$ cat src/rtl/radio_deser_pkg.sv
// Shared definitions for the radio serial link: word geometry, field layout and lock states.
// Also used by the radio-side serializer, so keep field positions in sync with it.
package radio_deser_pkg;

    localparam int unsigned WORD_W    = 8;
    localparam int unsigned BIT_CNT_W = 3;
    localparam int unsigned FIELD_W   = 2;
    localparam int unsigned ERR_CNT_W = 8;

    // Field LSB positions inside a word
    localparam int unsigned R0_I_LSB = 6;
    localparam int unsigned R0_Q_LSB = 4;
    localparam int unsigned R1_I_LSB = 2;
    localparam int unsigned R1_Q_LSB = 0;

    typedef enum logic [1:0] {
        ST_HUNT    = 2'd0,
        ST_CONFIRM = 2'd1,
        ST_LOCKED  = 2'd2
    } lock_state_e;

    function automatic logic [FIELD_W-1:0] get_field(input logic [WORD_W-1:0] w,
                                                     input int unsigned lsb);
        return FIELD_W'(w >> lsb);
    endfunction

endpackage

$ cat src/rtl/radio_deser_if.sv
// Serial input and parallel word/status bus of the radio deserializer.
interface radio_deser_if;
    import radio_deser_pkg::*;

    logic                 data_in;
    logic                 sync_in;
    logic [WORD_W-1:0]    word_out;
    logic [FIELD_W-1:0]   r0_i;
    logic [FIELD_W-1:0]   r0_q;
    logic [FIELD_W-1:0]   r1_i;
    logic [FIELD_W-1:0]   r1_q;
    logic                 word_valid;
    logic                 locked;
    logic                 sync_err;
    logic [ERR_CNT_W-1:0] err_count;

    modport master (
        output data_in, sync_in,
        input  word_out, r0_i, r0_q, r1_i, r1_q, word_valid, locked, sync_err, err_count
    );

    modport slave (
        input  data_in, sync_in,
        output word_out, r0_i, r0_q, r1_i, r1_q, word_valid, locked, sync_err, err_count
    );

endinterface

$ cat src/rtl/deser_shift.sv
// LSB-first serial-to-parallel shifter with a parallel-load output word register.
module deser_shift
    import radio_deser_pkg::*;
(
    input  logic              clk,
    input  logic              rst,
    input  logic              bit_in,
    input  logic              load,
    output logic [WORD_W-1:0] word
);

    // Holds the previous WORD_W-1 bits; the newest bit lands in the MSB on load
    logic [WORD_W-2:0] sr;

    always_ff @(posedge clk or posedge rst) begin
        if (rst) begin
            sr   <= '0;
            word <= '0;
        end else begin
            sr <= {bit_in, sr[WORD_W-2:1]};
            if (load) begin
                word <= {bit_in, sr};
            end
        end
    end

endmodule

$ cat src/rtl/radio_deser.sv
// Radio deserializer: frame lock FSM (hunt/confirm/locked with flywheel) and word emission.
module radio_deser
    import radio_deser_pkg::*;
#(
    parameter int unsigned LOCK_COUNT   = 4,
    parameter int unsigned UNLOCK_COUNT = 2
) (
    input  logic          fast_clk,
    input  logic          rst,
    radio_deser_if.slave  bus
);

    localparam int unsigned GOOD_W = $clog2(LOCK_COUNT + 1);
    localparam int unsigned MISS_W = $clog2(UNLOCK_COUNT + 1);
    localparam logic [GOOD_W-1:0]    GOOD_LAST = GOOD_W'(LOCK_COUNT - 1);
    localparam logic [MISS_W-1:0]    MISS_LAST = MISS_W'(UNLOCK_COUNT - 1);
    localparam logic [BIT_CNT_W-1:0] BIT_LAST  = BIT_CNT_W'(WORD_W - 1);
    localparam logic [ERR_CNT_W-1:0] ERR_MAX   = '1;

    lock_state_e          state;
    logic [BIT_CNT_W-1:0] bit_cnt;
    logic [GOOD_W-1:0]    good_cnt;
    logic [MISS_W-1:0]    miss_cnt;
    logic                 word_valid;
    logic                 locked;
    logic                 sync_err;
    logic [ERR_CNT_W-1:0] err_count;
    logic [WORD_W-1:0]    word_q;

    logic expected_c;
    logic err_c;
    logic load_c;

    // While locked, a framing error is a missing sync on the expected edge or a sync anywhere else
    always_comb begin
        expected_c = (bit_cnt == '0);
        err_c      = (state == ST_LOCKED) && (expected_c ^ bus.sync_in);
        load_c     = (state == ST_LOCKED) && (bit_cnt == BIT_LAST);
    end

    always_ff @(posedge fast_clk or posedge rst) begin
        if (rst) begin
            state      <= ST_HUNT;
            bit_cnt    <= '0;
            good_cnt   <= '0;
            miss_cnt   <= '0;
            word_valid <= 1'b0;
            locked     <= 1'b0;
            sync_err   <= 1'b0;
        end else begin
            word_valid <= load_c;
            sync_err   <= err_c;
            bit_cnt    <= bit_cnt + BIT_CNT_W'(1);
            unique case (state)
                ST_HUNT: begin
                    if (bus.sync_in) begin
                        bit_cnt  <= BIT_CNT_W'(1);
                        good_cnt <= GOOD_W'(1);
                        if (LOCK_COUNT <= 1) begin
                            state  <= ST_LOCKED;
                            locked <= 1'b1;
                        end else begin
                            state <= ST_CONFIRM;
                        end
                    end
                end
                ST_CONFIRM: begin
                    if (expected_c) begin
                        if (!bus.sync_in) begin
                            state    <= ST_HUNT;
                            good_cnt <= '0;
                        end else if (good_cnt == GOOD_LAST) begin
                            state  <= ST_LOCKED;
                            locked <= 1'b1;
                        end else begin
                            good_cnt <= good_cnt + GOOD_W'(1);
                        end
                    end else if (bus.sync_in) begin
                        // Early sync: restart confirmation on the new alignment
                        bit_cnt  <= BIT_CNT_W'(1);
                        good_cnt <= GOOD_W'(1);
                    end
                end
                ST_LOCKED: begin
                    // Flywheel: alignment is never moved while locked
                    if (expected_c) begin
                        if (bus.sync_in) begin
                            miss_cnt <= '0;
                        end else if (miss_cnt == MISS_LAST) begin
                            state    <= ST_HUNT;
                            locked   <= 1'b0;
                            miss_cnt <= '0;
                            good_cnt <= '0;
                        end else begin
                            miss_cnt <= miss_cnt + MISS_W'(1);
                        end
                    end
                end
                default: begin
                    state  <= ST_HUNT;
                    locked <= 1'b0;
                end
            endcase
        end
    end

    // Saturating framing error counter
    always_ff @(posedge fast_clk or posedge rst) begin
        if (rst) begin
            err_count <= '0;
        end else if (err_c && (err_count != ERR_MAX)) begin
            err_count <= err_count + ERR_CNT_W'(1);
        end
    end

    deser_shift u_shift (
        .clk    (fast_clk),
        .rst    (rst),
        .bit_in (bus.data_in),
        .load   (load_c),
        .word   (word_q)
    );

    assign bus.word_out   = word_q;
    assign bus.r0_i       = get_field(word_q, R0_I_LSB);
    assign bus.r0_q       = get_field(word_q, R0_Q_LSB);
    assign bus.r1_i       = get_field(word_q, R1_I_LSB);
    assign bus.r1_q       = get_field(word_q, R1_Q_LSB);
    assign bus.word_valid = word_valid;
    assign bus.locked     = locked;
    assign bus.sync_err   = sync_err;
    assign bus.err_count  = err_count;

endmodule

$ cat src/flat_wrapper.sv
// flat-port wrapper written by rule: the top's interface ports become plain ports
module radio_deser_flat import radio_deser_pkg::*;
#(
    parameter int unsigned LOCK_COUNT   = 4,
    parameter int unsigned UNLOCK_COUNT = 2
)
  (fast_clk, rst, bus_data_in, bus_sync_in, bus_word_out, bus_r0_i, bus_r0_q, bus_r1_i, bus_r1_q, bus_word_valid, bus_locked, bus_sync_err, bus_err_count);
  radio_deser_if bus_i ();
  input  logic fast_clk;
  input  logic rst;
  input wire logic [$bits(bus_i.data_in)-1:0] bus_data_in;
  input wire logic [$bits(bus_i.sync_in)-1:0] bus_sync_in;
  output wire logic [$bits(bus_i.word_out)-1:0] bus_word_out;
  output wire logic [$bits(bus_i.r0_i)-1:0] bus_r0_i;
  output wire logic [$bits(bus_i.r0_q)-1:0] bus_r0_q;
  output wire logic [$bits(bus_i.r1_i)-1:0] bus_r1_i;
  output wire logic [$bits(bus_i.r1_q)-1:0] bus_r1_q;
  output wire logic [$bits(bus_i.word_valid)-1:0] bus_word_valid;
  output wire logic [$bits(bus_i.locked)-1:0] bus_locked;
  output wire logic [$bits(bus_i.sync_err)-1:0] bus_sync_err;
  output wire logic [$bits(bus_i.err_count)-1:0] bus_err_count;
  assign bus_i.data_in = bus_data_in;
  assign bus_i.sync_in = bus_sync_in;
  assign bus_word_out = bus_i.word_out;
  assign bus_r0_i = bus_i.r0_i;
  assign bus_r0_q = bus_i.r0_q;
  assign bus_r1_i = bus_i.r1_i;
  assign bus_r1_q = bus_i.r1_q;
  assign bus_word_valid = bus_i.word_valid;
  assign bus_locked = bus_i.locked;
  assign bus_sync_err = bus_i.sync_err;
  assign bus_err_count = bus_i.err_count;
  radio_deser #(.LOCK_COUNT(LOCK_COUNT), .UNLOCK_COUNT(UNLOCK_COUNT)) u_core (.fast_clk(fast_clk), .rst(rst), .bus(bus_i));
endmodule
$ cat config.mk
export PLATFORM = sky130hd
export DESIGN_NAME = radio_deser_flat
export DESIGN_NICKNAME = d
export VERILOG_FILES = /design/src/rtl/radio_deser_pkg.sv /design/src/rtl/radio_deser_if.sv /design/src/rtl/deser_shift.sv /design/src/rtl/radio_deser.sv /design/src/flat_wrapper.sv
export SDC_FILE = /design/constraint.sdc
export NUM_CORES = 1
export LEC_CHECK = 0
export CAP_MARGIN = 20
export CELL_PAD_IN_SITES_DETAIL_PLACEMENT = 2
export CELL_PAD_IN_SITES_GLOBAL_PLACEMENT = 2
export CORE_UTILIZATION = 31
export DETAILED_ROUTE_END_ITERATION = 10
export PLACE_DENSITY_LB_ADDON = 0.1
export SLEW_MARGIN = 20
export SYNTH_ARGS = -nofsm -noshare
export SYNTH_HDL_FRONTEND = slang
export SYNTH_HIERARCHICAL = 1
export SYNTH_SLANG_ARGS = --single-unit
$ cat constraint.sdc
create_clock -name fast_clk -period 1.79 [get_ports fast_clk]
set_input_delay 0.179 -clock fast_clk [delete_from_list [all_inputs] [get_ports fast_clk]]
set_output_delay 0.179 -clock fast_clk [all_outputs]
set_load 0.1 [all_outputs]
==> results.cfg, run 1 <==
[floorplanning]
initial_core_util = 0.329
core_mm2 = 0.00524
die_h_um = 76.6
fp-row-count = 26
die_area_mm2 = 0.00586
dieWidth_um = 76.6
ios = 31

[clocking]
clk_latency_ps = 280
cts_buffers = 5
h-tree-depth = 2
cts_root_buffer = clkbuf_8
path_clk_slew_ps = 70
cts.sink_count = 36
cts_tree = yes
cts.path.max_buffers = 2

[placement]
io_buffers = 30
dpl-instance-area_mm2 = 0.00210
gp_congestion = 0.760
dp_hpwl_mm = 2.81

[worst_hold_path]
hold_path.class = in -> async

[synth]
yosysWarnings = 6
synthCells = 136
async_flop_share = 1.00
synth_flop_cell = dfrtp_1
synth_seq_cells = 36
ys_types = 35
syn_area_mm2 = 0.00172
synth_area_leaders = dfrtp_1, mux2_4, ha_1
synth-edff-count = 0
synth_fp_nets = 150
synth_top_area_share = 0.522
synthTopCellsByCount = dfrtp_1, ha_1, inv_1
yosysMostFrequentCell = dfrtp_1
synth_top_cell_by_area = dfrtp_1
synth.avg_cell_area_um2 = 12.7
ys_seq_area_frac = 0.522

[route]
drtIter0Drc = 40
via_per_inst = 4.57
antenna_left = 0
drt-total-wl_mm = 3.89
drc = 0
wl_per_cell_um = 15.2
via_count = 1166
dr.pass1.iters = 3

[job]
maxCapViolCount = 0

[status]
failed_checks = setup timing
status = complete, but fails checks

[grt]
grt_pass1_wl_mm = 6.48
grt_max_degree = 22
grt_pass1_vias = 1284
overflow = 0
grt.total_usage = 0.142
antenna_found_initial = 0

[sta]
fin_crit_ps = 1800
hold_viol = 0
setup_violations = 1
fin_crit_sh = 1.00
max_freq_mhz = 556
fin_ws_ps = -8.51
finalMaxSlewViolations = 0
grt_setup_unrepaired = true
fin_skew_ps = 5.94
tightest_slew_ps = 548
relSlewSlack = 0.634

[worst_setup_path]
crit_fanout = 3
crit_buf_inv = 1
endpoint_kind = register
critical_path_class = reg -> reg
path_cells = inv_1 > ha_2 > and2b_4 > a31oi_4 > a211o_1 > nand2b_4 > mux2_4
worstPathRequired_ps = 1960
arrival_ps = 1970
path_delay_family = compound AO/OA/AOI/OAI gates
cpPeakStageDelay_ps = 380
worstSetupStartpointType = register
cpMaxStageDelayCell = dfrtp_1

[final_layout]
areaGrowthSynthToFinish_pct = 33.6
fin_area_mm2 = 0.00230
num-nets-final = 198
n_antenna_cell = 0
drive_gt1_frac = 0.497
==> metal layers <==
layer	up-vias	share of wire	global-route usage
li1	557	-	-
met1	585	0.46	0.178
met2	22	0.51	0.239
met3	2	0.033	0.0371
met4	0	0.0039	0.0404
met5	-	0	0
==> state kept, by name, summed over array words and instances, names as in the netlist <==
signal                 count
u_core/bit_cnt             3
u_core/bus.err_count       8
u_core/bus.locked          1
u_core/bus.sync_err        1
u_core/bus.word_valid      1
u_core/good_cnt            3
u_core/miss_cnt            2
u_core/state               2
u_core/u_shift/sr          7
u_core/u_shift/word        8
==> cell families (layout without fill, tap and decap cells) <==
group	after synthesis	in the layout	share of synthesized area
AOI/OAI and AO/OA	14	14	0.0711
xor gates and xnor gates	6	6	0.0305
adders and majority gates	10	10	0.0726
buffers and inverters	21	70	0.0718
DFF	36	36	0.522
muxes	13	13	0.104
and+or+nand+nor	36	36	0.127
==> layout by cell type, fill, tap and decap left out, types with 2 or more instances in the layout <==
cell and count:
buf_4 48, dfrtp_1 28, inv_1 10, mux2_4 9
nand3_1 6, ha_1 6, dfrtp_2 6, clkbuf_8 5
and2_1 5, nand2_1 4, mux2_2 4, xnor2_1 4
ha_2 4, clkdlybuf4s50_1 3, nor2_2 3, nand2b_1 3
nand4_1 3, and3_1 3, nor2_1 2, a21oi_1 2
a22o_1 2, dfrtp_4 2
==> what timing repair did <==
| action | CTS | global route |
|---|---|---|
| pin swaps | 6 | 5 |
| hold buffers | 0 | 0 |
| gates resized for setup | 2 | 12 |
| endpoints found under the setup margin | 3 | 10 |
| setup buffers | 2 | 3 |
==> layout make-up <==
class | instances | area, µm²
Fill cell | 533 | 2930
Inverter | 10 | 37.5
Tap cell | 70 | 87.6
Clock buffer | 6 | 72.6
Sequential cell | 36 | 916
Clock inverter | 2 | 35.0
Multi-Input combinational cell | 79 | 753
Timing Repair Buffer | 52 | 402
==> metrics by stage <==
step / TNS (ps) / std cells / setup slack, ps / utilization / hold WS [ps]
floorplan: 0 / 136 / 1.45 / - / 80.5
global placement: 0 / 242 / 16.5 / 0.401 / 362
detailed placement: -33.0 / 242 / -24.8 / 0.401 / 363
CTS: -4.98 / 252 / -4.98 / 0.426 / 286
global route: -106 / 255 / -79.4 / 0.440 / 305
finish: -8.51 / 255 / -8.51 / 0.440 / 275
==> path summary, 6_finish.rpt <==
| check | from | end | slack [ps] | cells after the start |
|---|---|---|---|---|
| setup / recovery | u_core/bit_cnt[0]$_DFF_PP0_ | u_core/state[0]$_DFFE_PP0P_ | -9 | 7 |
| hold / removal | rst | u_core/u_shift/sr[1]$_DFF_PP0_ | 270 | 2 |
| hold reg to reg | u_core/u_shift/sr[5]$_DFF_PP0_ | u_core/u_shift/sr[4]$_DFF_PP0_ | 380 | 0 |
| setup reg to reg | u_core/bit_cnt[0]$_DFF_PP0_ | u_core/state[0]$_DFFE_PP0P_ | -9 | 7 |
| min in group fast_clk | u_core/u_shift/sr[5]$_DFF_PP0_ | u_core/u_shift/sr[4]$_DFF_PP0_ | 380 | 0 |
| max in group asynchronous | rst | u_core/u_shift/sr[2]$_DFF_PP0_ | 1150 | 2 |
==> worst register-to-register path: cells and delay by family (launching register included) <==
family / cells / cell delay (ps)
multiplexers: 1 / 290
flip-flops: 1 / 380
AO/OA/AOI/OAI: 2 / 400
buffers and inverters: 1 / 70
adder cells (fa/ha/maj): 1 / 180
AND/OR/NAND/NOR: 2 / 370
Power of run 1 is not shown: default switching activity piles up to over one toggle a cycle in this logic, so the estimate is an artifact.
==> inputs of run 2 (changes only) <==
Settings changed: CORE_UTILIZATION 31 to 33, CTS_BUF_LIST set to sky130_fd_sc_hd__clkbuf_4 sky130_fd_sc_hd__clkbuf_8.
==> run 2 against run 1 <==
  * The run still ends with setup timing left
  * Sequential cell count is the same
  * Via count grew 1.6%
  * Sequential share of layout area shrank 0.44 points
  * Die area shrank 5.9%
  * Worst setup slack lost 4.9 ps
  * Cell count shrank 0.78%
  * Critical path depth is the same
  * Register-to-register slack is essentially flat
  * Design area grew 1.2%
  * Critical endpoint unchanged
==> results.cfg, run 2 (synthesis gave the netlist of run 1 again) <==
[route]
wl_per_cell_um = 16.7
antenna_left = 0
drtIter0Drc = 27
drc = 0
via_count = 1185
dr.pass1.iters = 2
via_per_inst = 4.68
drt-total-wl_mm = 4.22

[final_layout]
areaGrowthSynthToFinish_pct = 35.3
final_common_cell = buf_4
n_antenna_cell = 0
num-nets-final = 199
layout_common_cells = buf_4, dfrtp_1, inv_1, mux2_4
largest_registers = u_core/bus.err_count (8), u_core/u_shift/word (8), u_core/u_shift/sr (7)
seq_area_um2 = 917
multi_input_area_um2 = 773
fillCellCount = 521
drive_gt1_frac = 0.527

[worst_setup_path]
crit_fanout = 4
arrival_ps = 1980
critical_path_class = reg -> reg
worstSetupStartpointType = register
endpoint_kind = register
worstPathRequired_ps = 1970

[sta]
relSlewSlack = 0.621
grt_setup_unrepaired = true
fin_crit_ps = 1800
hold_viol = 0
fin_ws_ps = -13.5
tns_ps = -13.5
max_freq_mhz = 554
tightest_slew_ps = 569
fin_crit_sh = 1.01
finalMaxSlewViolations = 0
fin_skew_ps = 6.72
setup_violations = 1

[floorplanning]
die_h_um = 74.3
fp-row-count = 25
initial_core_util = 0.353
die_area_mm2 = 0.00552
dieWidth_um = 74.3
ios = 31
core_mm2 = 0.00488

[clocking]
cts.sink_count = 36
h-tree-depth = 2
cts.path.max_buffers = 2
cts_buffers = 5
path_clk_slew_ps = 80
cts_tree = yes
postCtsHoldBufs = 0
clk_latency_ps = 290
cts_root_buffer = clkbuf_8

[placement]
gp_congestion = 0.707
io_buffers = 30
dp_hpwl_mm = 2.93

[grt]
grt_pass1_vias = 1312
antenna_found_initial = 0
overflow = 0
grt.total_usage = 0.168
grt_pass1_wl_mm = 6.73
grt_max_degree = 22

[status]
failed_checks = setup timing
status = complete, but fails checks

[worst_hold_path]
hold_path.class = in -> async

[job]
maxCapViolCount = 0
==> run 2: area by class of cell <==
type / count / share of cell area
flip-flops and latches: 36 / 0.393
multi-input cells: 79 / 0.332
repair buffers: 53 / 0.175
well taps: 67 / 0.0359
clock buffers: 5 / 0.0295
clock inverters: 3 / 0.0182
inverters: 10 / 0.0161
==> run 2: layer usage <==
layer / up-vias / wire length [µm] / global-route usage
met4: 0 / 62 / 0.0629
met3: 6 / 122 / 0.0447
met5: - / 0 / 0
met2: 20 / 2320 / 0.297
li1: 553 / - / -
met1: 606 / 1710 / 0.196
==> run 2: worst max-delay path, cell delays in order, from the launching register on <==
cell      delay (ps)
dfrtp_1          380
inv_1             60
ha_2             170
and2b_4          230
a31oi_4          130
a211o_1          260
nand2b_4         150
mux2_4           300
==> run 2: path summary, 6_finish.rpt <==
path | from | endpoint | slack [ps] | depth (start not counted)
setup reg to reg | u_core/bit_cnt[1]$_DFF_PP0_ | u_core/state[0]$_DFFE_PP0P_ | -10 | 7
hold / removal | rst | u_core/bus.word_valid$_DFF_PP0_ | 290 | 3
hold reg to reg | u_core/u_shift/sr[4]$_DFF_PP0_ | u_core/u_shift/sr[3]$_DFF_PP0_ | 390 | 0
setup / recovery | u_core/bit_cnt[1]$_DFF_PP0_ | u_core/state[0]$_DFFE_PP0P_ | -10 | 7
max in group asynchronous | rst | u_core/u_shift/sr[3]$_DFF_PP0_ | 1130 | 2
min in group fast_clk | bus_data_in | u_core/u_shift/sr[6]$_DFF_PP0_ | 360 | 1
==> run 2: per-stage QoR <==
step	instances	cell area, µm²	setup slack, ps	hold slack (ps)	util
after floorplan	136	1740	1.45	80.5	-
after global placement	236	2070	-55.5	358	0.425
after detailed placement	236	2070	-66.6	375	0.425
after CTS	249	2240	-27.7	298	0.458
after global routing	253	2330	-76.9	322	0.478
final	253	2330	-13.5	288	0.478
==> run 2: what timing repair did <==
| action | in CTS | in global routing |
|---|---|---|
| setup endpoints to repair | 8 | 18 |
| setup buffers | 5 | 4 |
| pin swaps | 7 | 6 |
| resized for setup | 3 | 16 |
Power of run 2 is left out for the same reason.
==> inputs of run 3 (changes only) <==
Settings changed: CAP_MARGIN 20 to unset, CORE_MARGIN set to 2, SLEW_MARGIN 20 to unset.
==> run 3 against run 2 <==
  * The run still ends with setup timing left
  * Clock skew about the same
  * Cell count down 0.79%
  * Hold slack lost 18 ps
  * Sequential share of layout area up 0.55 points
  * Largest cell class unchanged
  * Highest routed layer unchanged
==> results.cfg, run 3 (synthesis gave the netlist of run 1 again) <==
[route]
via_count = 1169
antenna_left = 0
drc = 0
wl_per_cell_um = 16.1
via_per_inst = 4.66
drt-total-wl_mm = 4.03
dr.pass1.iters = 3
drtIter0Drc = 18

[worst_setup_path]
reg2regPathDepth = 7
crit_fanout = 4
rrSetupSlack_ps = -30
worstPathRequired_ps = 1970
worstSetupStartpointType = register
endpoint_kind = register
r2r_end = u_core/state[0]$_DFFE_PP0P_
critical_path_class = reg -> reg
r2r-start = u_core/bit_cnt[1]$_DFF_PP0_
arrival_ps = 2000

[sta]
fin_ws_ps = -29.3
max_freq_mhz = 550
setup_violations = 1
fin_crit_sh = 1.02
tns_ps = -29.3
finalMaxSlewViolations = 0
fin_skew_ps = 7.19
whs_ps = 269
hold_viol = 0
grt_setup_unrepaired = true
relSlewSlack = 0.632
fin_crit_ps = 1820
tightest_slew_ps = 552

[clocking]
cts.path.max_buffers = 2
postCtsHoldBufs = 0
cts_buffers = 5
h-tree-depth = 2
cts_tree = yes
clk_latency_ps = 290
cts_root_buffer = clkbuf_8
path_clk_slew_ps = 80
cts.sink_count = 36

[floorplanning]
die_h_um = 76.3
core_mm2 = 0.00507
die_area_mm2 = 0.00582
ios = 31
dieWidth_um = 76.3
initial_core_util = 0.340
fp-row-count = 26

[grt]
grt_pass1_vias = 1351
grt.total_usage = 0.148
antenna_found_initial = 0
grt_pass1_wl_mm = 6.93
overflow = 0
grt_max_degree = 22

[final_layout]
drive_gt1_frac = 0.525
largest_registers = u_core/bus.err_count (8), u_core/u_shift/word (8), u_core/u_shift/sr (7)
n_antenna_cell = 0
areaGrowthSynthToFinish_pct = 33.2
layout_common_cells = buf_4, dfrtp_1, mux2_4
num-nets-final = 194
final_common_cell = buf_4
fillCellCount = 541

[status]
status = complete, but fails checks
failed_checks = setup timing

[placement]
io_buffers = 30
gp_congestion = 0.749
dp_hpwl_mm = 2.83

[job]
maxCapViolCount = 0

[worst_hold_path]
hold_path.class = in -> async
-- run 3: area by class of cell --
cell class / count / area (µm²) / share of cell area
inverters: 10 / 37.5 / 0.0163
clock inverters: 3 / 18.8 / 0.00817
multi-input cells: 79 / 797 / 0.347
flip-flops and latches: 36 / 916 / 0.399
repair buffers: 48 / 372 / 0.162
clock buffers: 5 / 68.8 / 0.0300
well taps: 70 / 87.6 / 0.0381
-- run 3: critical path, cell delays in order, from the launching register on --
cell and delay, ps:
dfrtp_1 400, inv_2 80, ha_4 140, and2b_4 210, a31oi_4 140, a211o_1 310
nand2b_4 150, mux2_4 290
-- run 3: what timing repair did --
item | in CTS | in global routing
setup buffers | 3 | 5
endpoints found under the hold margin | 0 | 0
resized for setup | 1 | 23
setup endpoints to repair | 9 | 19
pin swaps | 3 | 8
-- run 3: how the worst max path moves through the flow --
stage | from | endpoint | cells after the start
final | u_core/bit_cnt[1]$_DFF_PP0_ | u_core/state[0]$_DFFE_PP0P_ | 7
after global routing | u_core/bit_cnt[1]$_DFF_PP0_ | u_core/state[0]$_DFFE_PP0P_ | 7
after global placement | bus_sync_in | u_core/state[0]$_DFFE_PP0P_ | 6
after detailed placement | u_core/bit_cnt[1]$_DFF_PP0_ | u_core/state[0]$_DFFE_PP0P_ | 7
after CTS | u_core/bit_cnt[1]$_DFF_PP0_ | u_core/state[0]$_DFFE_PP0P_ | 7
after floorplan | u_core/bus.err_count[3]$_DFFE_PP0P_ | u_core/bus.err_count[1]$_DFFE_PP0P_ | 4
-- run 3: routing by layer --
metal	GRT usage	wire, µm	vias up
met2	0.255	2150	23
met5	0	0	-
met3	0.0427	146	4
li1	-	-	543
met1	0.179	1700	599
met4	0.0491	34	0
-- run 3: through the flow --
| step | util | cells | worst slack, ps | area [µm²] |
|---|---|---|---|---|
| 2_1_floorplan | - | 136 | 1.45 | 1740 |
| 3_3_place_gp | 0.404 | 235 | -17.0 | 2050 |
| 3_5_place_dp | 0.404 | 235 | -79.3 | 2050 |
| 4_1_cts | 0.426 | 246 | -0.831 | 2160 |
| 5_1_grt | 0.453 | 251 | -108 | 2300 |
| 6_report | 0.453 | 251 | -29.3 | 2300 |
Power of run 3 is left out for the same reason.
